File: config.mk
export PLATFORM = sky130hd
export DESIGN_NAME = add_sub_accum
export DESIGN_NICKNAME = d
export VERILOG_FILES = /design/src/rtl/add_sub_accum.sv
export SDC_FILE = /design/constraint.sdc
export NUM_CORES = 1
export LEC_CHECK = 0
export ABC_AREA = 0
export CORE_MARGIN = 5
export CORE_UTILIZATION = 45
export DETAILED_ROUTE_END_ITERATION = 7
export PLACE_DENSITY = 0.89
export REMOVE_ABC_BUFFERS = 1
export SLEW_MARGIN = 20
export SYNTH_ARGS = -nofsm -noshare
export SYNTH_HDL_FRONTEND = slang
export SYNTH_SLANG_ARGS = --single-unit
File: constraint.sdc
create_clock -name clk -period 2.8 [get_ports clk]
set_input_delay 0.42 -clock clk [delete_from_list [all_inputs] [get_ports clk]]
set_output_delay 0.42 -clock clk [all_outputs]
set_load 0.03 [all_outputs]
File: src/rtl/add_sub_accum.sv
// -----------------------------------------------------------------------------
// add_sub_accum
//
// Two's-complement add/subtract unit of WIDTH bits. It has a registered result,
// a valid/ready handshake on the input and output sides, a running accumulator
// and a sticky signed-overflow flag.
//
// Operand A is one of three values: the external input a, the accumulator
// (acc_sel=1), or zero (clr_acc=1). Subtraction is done as A + ~B + 1. One
// operation is accepted per cycle while the downstream side is ready.
//
// Ports
//   clk         rising-edge clock
//   rst_n       asynchronous active-low reset
//   in_valid    operation request
//   in_ready    unit can accept an operation this cycle (0 while in reset)
//   a, b        operands (a is ignored when acc_sel=1)
//   m           0 = A+B, 1 = A-B
//   acc_sel     use the accumulator as operand A
//   clr_acc     clear the accumulator (with an accept: operand A becomes 0)
//   clr_ovf     clear the sticky overflow flag (a new overflow takes priority)
//   out_valid   result/overflow/carry are valid
//   out_ready   downstream accepts the result
//   result      registered sum/difference
//   overflow    signed overflow of this result
//   carry       carry out of the MSB (for subtract: 1 = no borrow)
//   acc         current accumulator value
//   ovf_sticky  set by any accepted operation that overflows
//
// Build option
//   ADDSUB_SAT_EN  When defined, an overflowing result saturates to the most
//                  positive or most negative value. The accumulator loads the
//                  saturated value. Without the macro the result wraps
//                  modulo 2^WIDTH.
// -----------------------------------------------------------------------------
module add_sub_accum #(
    parameter int WIDTH = 8
) (
    input  logic             clk,
    input  logic             rst_n,
    input  logic             in_valid,
    output logic             in_ready,
    input  logic [WIDTH-1:0] a,
    input  logic [WIDTH-1:0] b,
    input  logic             m,
    input  logic             acc_sel,
    input  logic             clr_acc,
    input  logic             clr_ovf,
    output logic             out_valid,
    input  logic             out_ready,
    output logic [WIDTH-1:0] result,
    output logic             overflow,
    output logic             carry,
    output logic [WIDTH-1:0] acc,
    output logic             ovf_sticky
);

    logic             accept;
    logic [WIDTH-1:0] op_a;
    logic [WIDTH-1:0] op_b;
    logic [WIDTH:0]   raw_sum;
    logic             ovf_raw;
    logic [WIDTH-1:0] res_next;

    // in_ready is gated by rst_n so that it reads 0 during reset. When the
    // output is being drained in the same cycle, a new operation can still
    // be accepted.
    assign in_ready = rst_n & (~out_valid | out_ready);
    assign accept   = in_valid & in_ready;

    // ---------------------------------------------------------------------
    // Datapath
    // ---------------------------------------------------------------------
    always_comb begin
        op_a    = clr_acc ? '0 : (acc_sel ? acc : a);
        op_b    = m ? ~b : b;
        // The sum is computed at WIDTH+1 bits. The top bit is the carry out,
        // and the carry-in of 1 completes the negation of b for subtract.
        raw_sum = {1'b0, op_a} + {1'b0, op_b} + {{WIDTH{1'b0}}, m};
        // Signed overflow occurs when both addends have the same sign and
        // the sum has a different sign.
        ovf_raw = (op_a[WIDTH-1] == op_b[WIDTH-1]) &&
                  (raw_sum[WIDTH-1] != op_a[WIDTH-1]);
    end

`ifdef ADDSUB_SAT_EN
    // On overflow the sign of A gives the direction. If A is non-negative
    // the true result went above the maximum, so clamp to +max. Otherwise
    // clamp to -min.
    always_comb begin
        res_next = raw_sum[WIDTH-1:0];
        if (ovf_raw) begin
            res_next = op_a[WIDTH-1] ? {1'b1, {(WIDTH-1){1'b0}}}
                                     : {1'b0, {(WIDTH-1){1'b1}}};
        end
    end
`else
    assign res_next = raw_sum[WIDTH-1:0];
`endif

    // ---------------------------------------------------------------------
    // Output register and handshake
    // ---------------------------------------------------------------------
    always_ff @(posedge clk or negedge rst_n) begin
        if (!rst_n) begin
            result    <= '0;
            overflow  <= 1'b0;
            carry     <= 1'b0;
            out_valid <= 1'b0;
        end else begin
            if (accept) begin
                result    <= res_next;
                overflow  <= ovf_raw;
                carry     <= raw_sum[WIDTH];
                out_valid <= 1'b1;
            end else if (out_ready) begin
                out_valid <= 1'b0;
            end
        end
    end

    // ---------------------------------------------------------------------
    // Accumulator: an accepted op always loads its result. clr_acc has
    // already zeroed operand A on that path, so it only needs its own
    // branch when there is no accept.
    // ---------------------------------------------------------------------
    always_ff @(posedge clk or negedge rst_n) begin
        if (!rst_n) begin
            acc <= '0;
        end else if (accept) begin
            acc <= res_next;
        end else if (clr_acc) begin
            acc <= '0;
        end
    end

    // ---------------------------------------------------------------------
    // Sticky overflow: setting it takes priority over clearing it.
    // ---------------------------------------------------------------------
    always_ff @(posedge clk or negedge rst_n) begin
        if (!rst_n) begin
            ovf_sticky <= 1'b0;
        end else if (accept && ovf_raw) begin
            ovf_sticky <= 1'b1;
        end else if (clr_ovf) begin
            ovf_sticky <= 1'b0;
        end
    end

endmodule

# == After elaboration in Yosys (flattened, before gate mapping) ==
# Index checks and enable logic that the tools add are counted.
# word_totals
register_bits,20
input_bits,24
word_cells,29
# classes
n_addsub,2
eq_ne,2
n_mux,9
bitwise,5
reduce_logical,5
# ops
op,count
2-to-1 mux 8 bit,5
adder 8 x 8 -> 9 bit,1
adder 9 x 1 -> 9 bit,1
inverter 8 bit,1
nonzero test 2 bit,3
2-to-1 mux 1 bit,4
bitwise AND 1 bit,2
logical AND 1 bit,2
equality test 1 bit,1
!= test 1 bit,1
inverter 1 bit,1
bitwise OR 1 bit,1

# == Depth between registers and ports, before layout ==
# depth
word_depth,8
mapped_depth,10
mapped_depth_nobuf,9

# == Least setup slack after synthesis ==
# No wires, ideal clock.
# synth_timing
kind,input to register
from,in acc_sel
to,reg acc[6]
arrival_time_ns,2.492
path_slack_ns,0.244
cell_stages,10
n_path_buf,1
path_cell_list,buf_6 mux2i_1 nor2_1 mux2_2 fa_1 a21oi_1 o21ai_0 o31a_1 nor3_1 a21o_1
# synth_via
elab_chain_cells,5
# synth_rtl
element,line,text
"start, declared",46,"input logic acc_sel,"
2-to-1 mux 8 bit (2 in a row),75,op_a = clr_acc ? '0 : (acc_sel ? acc : a);
adder 8 x 8 -> 9 bit,79,"raw_sum = {1'b0, op_a} + {1'b0, op_b} + {{WIDTH{1'b0}}, m};"
adder 9 x 1 -> 9 bit,79,
2-to-1 mux 8 bit,130,end else if (accept) begin
"end signal, assigned",131,acc <= res_next;
"end, declared",54,"output logic [WIDTH-1:0] acc,"
# Every way passes these cells.
# A chain may end at the register's enable or synchronous reset.

# == Final worst setup path ==
# layout_timing
from,in acc_sel
to,reg carry
# layout_via
elab_chain_cells,4
# layout_rtl
element,line,text
2-to-1 mux 8 bit (2 in a row),75,
adder 8 x 8 -> 9 bit,79,
adder 9 x 1 -> 9 bit,79,
"end signal, assigned",114,carry <= raw_sum[WIDTH];
"end, declared",53,"output logic carry,"
# Every way passes these cells.

==> summary.log <==
INFO  drt            firstDrtPassIters=4
INFO  cells_and_area proportion_of_layout_cells_with_a_drive_suffix_above_1=0.1350
INFO  die            number_of_standard_cell_rows_in_the_floorplan=19
INFO  placement      gp_congestion=0.8865
INFO  grt            grt_pass1_wl=6.327mm
INFO  power_and_ir_drop highest_ir_drop_seen_on_vdd=424.9uV
INFO  sta            setup_slack=0.04837ns
INFO  clock_tree     cts-root-to-sink-buffers=2
INFO  drt            post_drt_via_cell_ratio=5.818
INFO  power_and_ir_drop p_int=728.3uW
INFO  worst_setup_path worstRegToRegCells=9
INFO  placement      port_buffers=44
INFO  clock_tree     htree_num_levels=1
INFO  worst_setup_path timing.critical_path.required=3.00ns
INFO  yosys          syn-instance-count=142
INFO  yosys          warnings_synthesis=0
INFO  worst_setup_path critical_path.endpoint=carry
INFO  worst_setup_path worstReg2RegStart=acc[0]
INFO  sta            setup_repair_after_global_routing_missed_its_margin=no
INFO  run_status     outcome=finished clean
INFO  yosys          syn-cell-area=1301squm
INFO  die            die_width=63.78um
INFO  yosys          synth-main-ff-cell=dfrtp_1
INFO  cells_and_area n_antenna_cell=0
INFO  die            design.core.area=2758squm
INFO  yosys          ys_async_sr_fraction=1.000
INFO  yosys          ys_seq_elements=20
INFO  yosys          synth-edff-count=0
INFO  power_and_ir_drop power.share.sequential=0.330
INFO  clock_tree     clkSlewWorstSetupHoldPaths=0.12ns
INFO  sta            post-route-period-util=0.9827
INFO  yosys          synth.yosys.seq_area_share=0.3846
INFO  worst_setup_path r2r-end=carry
INFO  drt            route.antenna.remaining_nets=0
INFO  worst_setup_path setup.worst_path.end_class=flip-flop
INFO  worst_setup_path crit_path_start_kind=input port
INFO  worst_setup_path timing.critical_path.fanout_max=3
INFO  cells_and_area flow.area_growth_from_synthesis=48.37%
INFO  placement      detailed_place_hpwl=3.047mm
INFO  power_and_ir_drop power.switching_fraction=0.3771
INFO  sta            fin_skew=0.01235ns
INFO  grt            grt_remaining_overflow=0
INFO  worst_setup_path critical_path_class=in2reg
INFO  min_path       timing.hold.worst.class=reg2reg
INFO  die            floorplan.initialDensity=0.4719
INFO  cells_and_area n_fill_cell=187
INFO  clock_tree     clkSinkCount=20
INFO  job            max_cap_violations=0
INFO  worst_setup_path timing.reg2reg.setup_slack=0.26ns
INFO  sta            slew_headroom=0.6585
INFO  sta            final.min_clock_period=2.752ns
INFO  worst_setup_path critical_path.startpoint=acc_sel
INFO  clock_tree     cts_inserted_buffers=3
INFO  cells_and_area design.final.nets=233
INFO  drt            post_drt_wl_per_cell=17.87um
INFO  grt            grt_start_max_net_pins=23
INFO  clock_tree     holdBufCountCts=0
INFO  yosys          syn_avg_cell_area=9.164squm
INFO  drt            route.vias.total=1344
INFO  placement      worst_setup_slack_after_placement=-0.2698ns
INFO  clock_tree     worstSkewPairLatency=0.32ns
INFO  power_and_ir_drop pwr_density_cell=605.6nW/um^2
INFO  power_and_ir_drop power.share.clock=0.211
INFO  power_and_ir_drop leakagePower=0.0009282uW
INFO  die            die-area=4067squm
INFO  yosys          yosys.cell_types.count=36
INFO  sta            achievable-frequency=363.4MHz
INFO  cells_and_area fin_util=0.7001
INFO  grt            antenna_violations_before_repair=0
INFO  grt            grt_pass1_vias=1371
INFO  drt            detail_route.wirelength=4.128mm
INFO  drt            drtIter0Drc=80
INFO  clock_tree     root_buffer_selected_by_cts=clkbuf_4
INFO  sta            worst_pin_slew=0.5103ns
INFO  power_and_ir_drop p_switching=440.9uW
INFO  sta            timing.final.hold_violations=0
INFO  clock_tree     cts_tree=yes
INFO  power_and_ir_drop power.total=1169uW
INFO  worst_setup_path worstPathArrival=2.95ns
INFO  die            num_io_pins=45
INFO  grt            grt_util_all_layers=0.1960
INFO  sta            fin_max_slew_vios=0
INFO  power_and_ir_drop pwr-share-comb=0.458
INFO  die            die_y=63.78um
INFO  sta            report.final.setup_viol=0
INFO  drt            remaining_drcs=0
power groups by stage:
stage               sequential [uW]  clock (uW)  combinational (uW)
CTS                             385         248                 529
floorplan                       503           0                 168
global placement                386           0                 508
global route                    394         263                 566
detailed placement              390           0                 524
finish                          386         247                 536
sequential cells by signal, indices dropped and copies added (netlist names):
| name | count |
|---|---|
| overflow | 1 |
| result | 8 |
| out_valid | 1 |
| ovf_sticky | 1 |
| acc | 8 |
| carry | 1 |
metal layers:
metal	share of wire	up-vias	wire [um]	track usage
li1	-	622	-	-
met5	0	-	0	0
met1	0.39	627	1608	0.2354
met3	0.078	12	321	0.04553
met2	0.51	83	2087	0.3249
met4	0.027	0	110	0.1039
per-stage QoR:
| step | hold WS (ns) | area (sq um) | std cells | setup TNS (ns) |
|---|---|---|---|---|
| after floorplan | 0.1244 | 1274 | 137 | 0 |
| after global placement | 0.4610 | 1866 | 227 | -0.3126 |
| after detailed placement | 0.4691 | 1866 | 227 | -1.647 |
| after CTS | 0.5026 | 1918 | 231 | 0 |
| after global routing | 0.5253 | 1931 | 231 | 0 |
| final | 0.4954 | 1931 | 231 | 0 |
cell type report:
type,instances,area [sq um],area share
Clock buffer,3,22.52,0.01167
Tap cell,31,38.79,0.02009
Timing Repair Buffer,59,553.0,0.2865
Clock inverter,1,30.03,0.01555
Multi-Input combinational cell,113,770.7,0.3992
Inverter,4,15.01,0.007777
Sequential cell,20,500.5,0.2592
cells in the final DEF, fill, tap and decap left out, types with 4 or more instances in the layout:
cell / instances
nand2_1: 16
clkdlybuf4s50_1: 44
ha_1: 7
buf_4: 15
o21ai_0: 8
xor2_1: 9
inv_1: 4
nor2_1: 16
nand3_1: 6
a21o_1: 7
a21oi_1: 5
mux2i_1: 7
dfrtp_1: 20
cell usage after synthesis, types with 2 or more instances:
library cell,instances,area share
ha_1,7,0.067
o211ai_1,2,0.012
nor2_1,16,0.046
a21o_1,7,0.040
o21ai_0,8,0.031
nand2_1,16,0.046
nand3b_1,2,0.012
a21oi_1,6,0.023
dfrtp_1,20,0.38
mux2i_1,8,0.062
and3_1,3,0.014
clkbuf_1,3,0.0087
nand3_1,6,0.023
nor3_1,4,0.015
xor2_1,9,0.061
xnor2_1,2,0.013
inv_1,4,0.012
cells by family after synthesis:
family,after synthesis,synth area share
simple gates,54,0.1971
compound gates,31,0.1587
flops,20,0.3846
xor+xnor,11,0.07404
buf+inv,9,0.03268
mux,9,0.07019
fa+ha+maj,8,0.08269
how the worst min path moves through the flow:
stage / from / end / slack [ns] / depth (start not counted)
final: result[7] / result[7] / 0.50 / 2
after global routing: rst_n / acc[5] / 0.53 / 2
after CTS: result[1] / result[1] / 0.50 / 2
after detailed placement: result[0] / result[0] / 0.47 / 1
after global placement: result[4] / result[4] / 0.46 / 1
after floorplan: rst_n / acc[0] / 0.12 / 0
worst max-delay path, cell delays in order:
cell and delay [ns]:
clkdlybuf4s50_1 0.53, mux2i_2 0.28, nor2_1 0.09, mux2_2 0.28, fa_1 0.41, a21oi_2 0.21
o21ai_0 0.14, o31a_1 0.28, o21ai_0 0.21, a21oi_1 0.11
what timing repair did:
action	in CTS	in global routing
resized for setup	0	3
setup buffers	0	0
endpoints found under the hold margin	0	0
setup endpoints to repair	0	3
Note: power is estimated with default switching activity, not from simulation.
